`config.mk`:
```
export PLATFORM = sky130hd
export DESIGN_NAME = ps2_receive_frame
export DESIGN_NICKNAME = d
export VERILOG_FILES = /design/src/rtl/ps2_receive_frame.sv
export SDC_FILE = /design/constraint.sdc
export NUM_CORES = 1
export LEC_CHECK = 0
export CORE_ASPECT_RATIO = 0.9
export CORE_MARGIN = 8
export CORE_UTILIZATION = 55
export DETAILED_ROUTE_END_ITERATION = 10
export GPL_ROUTABILITY_DRIVEN = 1
export PLACE_DENSITY = 0.76
export SLEW_MARGIN = 10
export SYNTH_ARGS = -nofsm -noshare
export SYNTH_HDL_FRONTEND = slang
export SYNTH_SLANG_ARGS = --single-unit
```
`constraint.sdc`:
```
create_clock -name in_clk -period 3.12 [get_ports in_clk]
set_input_delay 0.468 -clock in_clk [delete_from_list [all_inputs] [get_ports in_clk]]
set_output_delay 0.468 -clock in_clk [all_outputs]
set_load 0.05 [all_outputs]
```
`src/rtl/ps2_receive_frame.sv`:
```
// rtl/ps2_receive_frame.sv - PS/2 device-to-host frame receiver with held-key tracking
//
// Purpose:
//   Synchronises and glitch-filters the raw PS/2 clock/data pins and deframes
//   11-bit device-to-host frames (start, 8 data LSB first, odd parity, stop).
//   It tracks E0 (extended) and F0 (break) prefixes, so out_data carries the
//   make code of the key currently held, or 0x00 once that key is released.
//
// Ports:
//   in_clk       system clock
//   in_reset     synchronous, active-high reset
//   in_ps2_clk   raw PS/2 clock pin (asynchronous)
//   in_ps2_data  raw PS/2 data pin (asynchronous)
//   out_data     held make code, 0x00 = none
//   out_byte     last accepted raw byte (including E0/F0)
//   out_valid    1-cycle pulse: out_byte updated this cycle
//   out_err      1-cycle pulse: parity/stop error or mid-frame timeout
module ps2_receive_frame #(
  parameter int FILTER_LEN  = 8,
  parameter int TIMEOUT_CYC = 100000,
  parameter int TIMEOUT_W   = 17
) (
  input  logic       in_clk,
  input  logic       in_reset,
  input  logic       in_ps2_clk,
  input  logic       in_ps2_data,
  output logic [7:0] out_data,
  output logic [7:0] out_byte,
  output logic       out_valid,
  output logic       out_err
);

  localparam int FCNT_W = $clog2(FILTER_LEN + 1);

  typedef enum logic [1:0] {
    S_IDLE,
    S_RECV,
    S_CHECK
  } state_t;

  // Input conditioning
  logic              clk_s1;
  logic              clk_s2;
  logic              dat_s1;
  logic              dat_s2;
  logic              filt_clk;
  logic [FCNT_W-1:0] filt_cnt;
  logic              fall;

  // Deframing
  state_t                 state;
  logic [9:0]             frame;
  logic [3:0]             bitcnt;
  logic [TIMEOUT_W-1:0]   tcnt;
  logic                   brk_pend;
  logic                   ext_pend;
  logic                   frame_ok;

  // Frame layout after ten LSB-first shifts: [7:0] data, [8] parity, [9] stop.
  assign frame_ok = (^frame[8:0]) && frame[9];

  // Synchroniser and clock filter. The filtered clock only follows the synced
  // clock after FILTER_LEN consecutive disagreeing samples; any agreeing sample
  // restarts the run, so short glitches never reach the deframer.
  always_ff @(posedge in_clk) begin
    if (in_reset) begin
      clk_s1   <= 1'b1;
      clk_s2   <= 1'b1;
      dat_s1   <= 1'b1;
      dat_s2   <= 1'b1;
      filt_clk <= 1'b1;
      filt_cnt <= '0;
      fall     <= 1'b0;
    end else begin
      clk_s1 <= in_ps2_clk;
      clk_s2 <= clk_s1;
      dat_s1 <= in_ps2_data;
      dat_s2 <= dat_s1;
      fall   <= 1'b0;
      if (clk_s2 != filt_clk) begin
        if (filt_cnt == FCNT_W'(FILTER_LEN - 1)) begin
          filt_clk <= clk_s2;
          filt_cnt <= '0;
          // Strobe only on the 1->0 transition of the filtered clock.
          fall     <= filt_clk;
        end else begin
          filt_cnt <= filt_cnt + 1'b1;
        end
      end else begin
        filt_cnt <= '0;
      end
    end
  end

  // Frame FSM with registered outputs and key tracking.
  always_ff @(posedge in_clk) begin
    if (in_reset) begin
      state     <= S_IDLE;
      frame     <= '0;
      bitcnt    <= '0;
      tcnt      <= '0;
      brk_pend  <= 1'b0;
      ext_pend  <= 1'b0;
      out_data  <= '0;
      out_byte  <= '0;
      out_valid <= 1'b0;
      out_err   <= 1'b0;
    end else begin
      out_valid <= 1'b0;
      out_err   <= 1'b0;
      case (state)
        S_IDLE: begin
          tcnt <= '0;
          // A high data bit on a falling edge is line noise, not a start bit.
          if (fall && !dat_s2) begin
            state  <= S_RECV;
            bitcnt <= 4'd1;
          end
        end

        S_RECV: begin
          if (fall) begin
            frame  <= {dat_s2, frame[9:1]};
            bitcnt <= bitcnt + 4'd1;
            tcnt   <= '0;
            if (bitcnt == 4'd10) begin
              state <= S_CHECK;
            end
          end else if (tcnt == TIMEOUT_W'(TIMEOUT_CYC - 1)) begin
            // Device stalled mid-frame: drop the partial frame.
            state   <= S_IDLE;
            tcnt    <= '0;
            out_err <= 1'b1;
          end else begin
            tcnt <= tcnt + 1'b1;
          end
        end

        S_CHECK: begin
          state <= S_IDLE;
          tcnt  <= '0;
          if (frame_ok) begin
            out_byte  <= frame[7:0];
            out_valid <= 1'b1;
            if (frame[7:0] == 8'hE0) begin
              ext_pend <= 1'b1;
            end else if (frame[7:0] == 8'hF0) begin
              brk_pend <= 1'b1;
            end else if (brk_pend) begin
              // Releasing a key other than the held one leaves the held code.
              if (frame[7:0] == out_data) begin
                out_data <= 8'h00;
              end
              brk_pend <= 1'b0;
              ext_pend <= 1'b0;
            end else begin
              // Extended keys are reported by their base code.
              out_data <= frame[7:0];
              ext_pend <= 1'b0;
            end
          end else begin
            out_err  <= 1'b1;
            brk_pend <= 1'b0;
            ext_pend <= 1'b0;
          end
        end

        default: begin
          state <= S_IDLE;
        end
      endcase
    end
  end

endmodule

```
==> Yosys cells after proc, flatten, opt, wreduce, memory -nomap -nowiden <==
Index checks and enable logic that the tools add are counted.
{ "classes": {"bitwise": 5, "addsub": 3, "muxes": 21, "eq_ne": 15, "n_reduce_logical": 18} }
{ "ops": {"columns": ["cell", "count"], "rows": [
  ["two-way mux 17 bit", 2],
  ["one-hot mux 17 bit (2 select lines)", 1],
  ["adder 17 x 1 -> 17 bit, second input constant", 1],
  ["equality test 17 bit, second input constant", 1],
  ["equality test 8 bit, second input constant", 2],
  ["two-way mux 8 bit", 2],
  ["XOR reduction 9 bit", 1],
  ["adder 4 x 1 -> 4 bit, second input constant", 2],
  ["equality test 8 bit", 1],
  ["two-way mux 2 bit", 4],
  ["two-way mux 4 bit", 2],
  ["one-hot mux 4 bit (2 select lines)", 1],
  ["AND reduction 2 bit", 4],
  ["two-way mux 1 bit", 7],
  ["!= test 2 bit, second input constant", 3],
  ["!= test 3 bit, second input constant", 2],
  ["AND reduction 3 bit", 2],
  ["OR reduction 3 bit", 2],
  ["NOT 1 bit", 5],
  ["AND reduction 5 bit", 1],
  ["equality test 4 x 3 -> 1 bit, second input constant", 1],
  ["equality test 4 bit, second input constant", 1],
  ["one-hot mux 2 bit (2 select lines)", 1],
  ["nonzero test 2 bit", 2],
  ["other kinds (9)", 11]
]} }
{ "totals": {"wordCells": 78, "in_bits": 4, "ff_bits": 62, "output_inout_bits": 18} }

==> Longest topological paths before layout <==
{ "logic_depth": {"ltp_word": 4, "depth_mapped": 9, "ltp_nobuf": 7} }

==> Worst setup path before layout <==
Ideal clock, no wire load.
{ "synth_timing": {"path_type": "register to register", "from": "register state[0]", "to": "register tcnt[13]", "path_stages_with_launch": 10, "t_arrival_ns": 2.170, "path_buffers": 2, "t_required_ns": 3.046, "setup_ns": 0.074, "path_slack_ns": 0.876, "synth_period_minus_slack_ns": 2.244, "path_cell_list": "dfxtp_1 > inv_1 > ha_1 > buf_2 > or4_1 > or2_2 > nor2_2 > buf_2 > a31oi_1 > a31oi_1"} }
{ "synth_via": {"elab_chain_cells": 3, "word_cells_on_any_way": 6, "classes_between": "2 x eq/ne; 1 x mux; 3 x reduce/logical"} }
{ "synth_rtl": {"columns": ["element", "line_no", "rtl"], "rows": [
  ["start: declaration", "51", "state_t state;"],
  ["start signal: assignment", "98", "state <= S_IDLE;"],
  ["start signal: assignment", "116", "state <= S_RECV;"],
  ["start signal: assignment", "127", "state <= S_CHECK;"],
  ["equality test 2 bit or zero test 2 bit (tied branches)", "111", "case (state)"],
  ["OR reduction 2 bit (no line)", null, null],
  ["one-hot mux 17 bit (2 select lines) or nonzero test 2 bit (tied branches)", null, null],
  ["end signal: assignment", "135", "tcnt <= tcnt + 1'b1;"],
  ["end: declaration", "54", "logic [TIMEOUT_W-1:0] tcnt;"]
]} }
Several ways; a longest one is shown, not always the timed one.
A chain may end at the register's enable or synchronous reset.

==> Final worst setup path <==
{ "layout_timing": {"from": "register frame[7]", "to": "register out_data[6]"} }
{ "layout_via": {"elab_chain_cells": 3, "word_cells_on_any_way": 9, "classes_between": "4 x eq/ne; 2 x bitwise; 3 x reduce/logical"} }
{ "layout_rtl": {"columns": ["element", "line_no", "rtl"], "rows": [
  ["start: declaration", "52", "logic [9:0] frame;"],
  ["start signal: assignment", "123", "frame <= {dat_s2, frame[9:1]};"],
  ["equality test 8 bit, or another cell as far along", "151", "if (frame[7:0] == out_data) begin"],
  ["!= test 2 x 1 -> 1 bit (no line), or another cell as far along", null, null],
  ["AND reduction 5 bit (no line) *", null, null],
  ["end signal: assignment", "158", "out_data <= frame[7:0];"],
  ["end: declaration", "27", "output logic [7:0] out_data,"]
]} }
Every way passes the cells marked *; elsewhere a longest branch is shown, timed or not.

==> run summary <==
Worst R2R End: out_data[6]
first-pass GRT wire length: 9.96 mm
register-to-register setup slack: 0.49 ns
GR Overflow Total: 0
Initial Util: 56.1%
outcome: completed
drt first pass iters: 5
hold buffer count at CTS: 0
unrepaired setup endpoints after global routing: no
Cell Pwr Density: 554 mW/mm^2
num rows: 25
synth unique cells: 47
critical path peak fanout: 16
Avg Synthesized Cell Area: 8.81 sq um
Avg WL per Cell: 14.0 microns
clock power share: 37.4%
final setup fails: 0
Die X: 92.5 microns
Final Hold Vio Count: 0
CTS Buf Count: 9
Clock transition at path regs: 0.07 ns
hpwl dp: 4.16 mm
min Tclk post-route: 2.63 ns
P_sw: 0.548 mW
num ports: 22
CTS tree: built
TNS Setup: 0 ns
Worst EP arrival: 2.91 ns
Die ar.: 0.00785 sq mm
initial antenna violation count: 0
gpl congestion: 0.824
Area Growth Syn to Fin: 16.5%
Tot GR Track Use: 15.7%
share of cells above drive strength 1: 9.52%
Peak Freq: 0.380 GHz
clock tree buffer depth: 2
Final #Nets: 369
H-tree depth: 3
Resized cells post-CTS: 0
internal power: 1.32 mW
post-route cell area: 0.00338 sq mm
Core Area: 0.00516 sq mm
synthesized area: 0.00290 sq mm
Initial DRC Count: 150
vias in the first global route: 2141
Flop pwr share: 45.0%
DRT antenna net count: 0
leakage power figure: 1.25 nW
Post-Synthesis Cells: 329
largest net degree at the start of global routing: 21
IR drop worst, VDD: 463 uV
worst slew pin tran: 0.926 ns
Critical Path RT: 3.40 ns
Critical R2R Launch: frame[7]
hold crit path type: flop to flop
Placed Area: 0.00318 sq mm
CP endpoint kind: flop
root buf cell: clkbuf_8
worst clock skew: 0.00709 ns
R2R cell count: 6
kind of critical path: flop to flop
Final period util: 84.4%
top_reg_cell synth: dfxtp_1
postcts setup bufs: 0
switching share of power: 29.3%
Logic pwr share: 17.6%
#FFs+latches synth: 62
fill cell count: 442
Die Y: 84.9 microns
Synthesized Nets: 346
synth warn: 0
startpoint types: flop
Hold Startpoint: clk_s1
Via Count: 2364
Routed Wire Length: 5.95 mm
DRC: 0
post-synthesis async set-or-reset flop share: 0%
Slew HR: 38.2%
Hold Crit Endpoint: clk_s2
Final Max Slew Viols: 0
post-synthesis sequential area ratio: 42.8%
clk_lat worst skew: 0.34 ns
Post-synth EDFFs: 0
Vias/cell: 5.58
clk sink count: 62
number of buffers added on ports: 21
n_diodes: 0
hold path cells: 1
Max Cap Viol: 0
flip-flops by register name (all words and copies together) (netlist names), 2 cells and up:
signal,cells
frame,10
out_data,8
out_byte,8
tcnt,17
filt_cnt,4
bitcnt,4
state,2
synthesized netlist by cell type, types with 2 or more instances:
| master | number | area share [%] |
|---|---|---|
| dfxtp_1 | 62 | 43 |
| nand2_1 | 35 | 4.5 |
| a21oi_1 | 31 | 5.4 |
| nor2_1 | 27 | 3.5 |
| mux2i_1 | 15 | 5.2 |
| inv_1 | 14 | 1.8 |
| ha_1 | 13 | 5.6 |
| nand3_1 | 13 | 2.2 |
| clkbuf_1 | 11 | 1.4 |
| o21ai_0 | 11 | 1.9 |
| xor2_1 | 11 | 3.3 |
| or3_1 | 8 | 1.7 |
| a31oi_1 | 7 | 1.5 |
| nand4_1 | 7 | 1.5 |
| xnor2_1 | 7 | 2.1 |
| nand2b_1 | 5 | 1.1 |
| or2_2 | 5 | 1.1 |
| a211oi_1 | 4 | 1.0 |
| nor3_1 | 4 | 0.69 |
| a22o_1 | 3 | 0.91 |
| and3_1 | 3 | 0.65 |
| buf_2 | 3 | 0.52 |
| or3b_2 | 3 | 0.91 |
| a22oi_1 | 2 | 0.52 |
| nand3b_1 | 2 | 0.52 |
| nor4_1 | 2 | 0.43 |
worst max-delay path by stage:
stage / from / end / slack [ns] / cells past startpoint
2_1_floorplan: state[0] / tcnt[13] / 0.88 / 9
3_3_place_gp: frame[7] / out_data[6] / 0.58 / 6
3_5_place_dp: frame[7] / out_data[6] / 0.50 / 6
4_1_cts: frame[7] / out_data[5] / 0.49 / 6
5_1_grt: frame[7] / out_data[6] / 0.32 / 6
6_report: frame[7] / out_data[6] / 0.49 / 6
critical path, cell delays in order (launching register included):
cell       delay (ns)
dfxtp_1          0.44
ha_1             0.29
xnor3_1          0.35
xnor2_1          0.24
o2111ai_1        0.49
or3b_2           0.61
a21oi_1          0.15
power by group through the flow:
stage / registers [mW] / clock network [mW] / logic [mW]
detailed placement: 0.858 / 0 / 0.325
global placement: 0.857 / 0 / 0.320
finish: 0.841 / 0.698 / 0.330
CTS: 0.841 / 0.716 / 0.329
global route: 0.844 / 0.755 / 0.372
floorplan: 0.856 / 0 / 0.263
cell usage in the layout (no fill, tap or decap), types with 6 or more instances in the layout:
cell type        synthesis  routed
ha_1                    13      13
inv_1                   14      14
clkdlybuf4s50_1          0      21
xor2_1                  11      11
or3_1                    8       8
a31oi_1                  7       7
dfxtp_1                 62      62
nor2_1                  27      27
nand3_1                 13      13
nand2_1                 35      35
mux2i_1                 15      15
a21oi_1                 31      31
o21ai_0                 11      11
xnor2_1                  7       7
nand4_1                  7       7
buf_4                    0       6
clkbuf_8                 0       9
per-stage QoR:
stage / cells / hold WS, ns / util [%] / setup slack [ns] / total power, mW
floorplan: 329 / 0.389 / - / 0.876 / 1.12
CTS: 424 / 0.424 / 65.4 / 0.491 / 1.89
global route: 424 / 0.439 / 65.4 / 0.324 / 1.97
detailed placement: 408 / 0.398 / 61.6 / 0.499 / 1.18
finish: 424 / 0.420 / 65.4 / 0.486 / 1.87
global placement: 408 / 0.392 / 61.6 / 0.584 / 1.18
final cells by class:
cell class | instances | area (sq um) | area share (%)
clock buffers | 9 | 124 | 3.67
clock inverters | 7 | 75.1 | 2.22
inverters | 14 | 52.6 | 1.56
multi-input cells | 238 | 1540 | 45.7
flip-flops and latches | 62 | 1240 | 36.8
well taps | 67 | 83.8 | 2.48
repair buffers | 27 | 255 | 7.56
layer usage:
| layer | global-route usage [%] | part of all wire, % |
|---|---|---|
| met1 | 19.7 | 48 |
| met2 | 24.0 | 47 |
| met3 | 5.82 | 4.1 |
| met4 | 5.70 | 0.91 |
| met5 | 0 | 0 |
cells by family (layout without fill, tap and decap cells):
logic type | count (synthesis) | count (layout) | synth area share [%]
AOI/OAI and AO/OA | 67 | 67 | 14.1
xor gates and xnor gates | 19 | 19 | 6.22
adders and majority gates | 13 | 13 | 5.61
buffers and inverters | 29 | 57 | 3.89
DFF | 62 | 62 | 42.8
muxes | 15 | 15 | 5.18
and+or+nand+nor | 124 | 124 | 22.2
No activity file was read; power rests on OpenSTA's default activity.
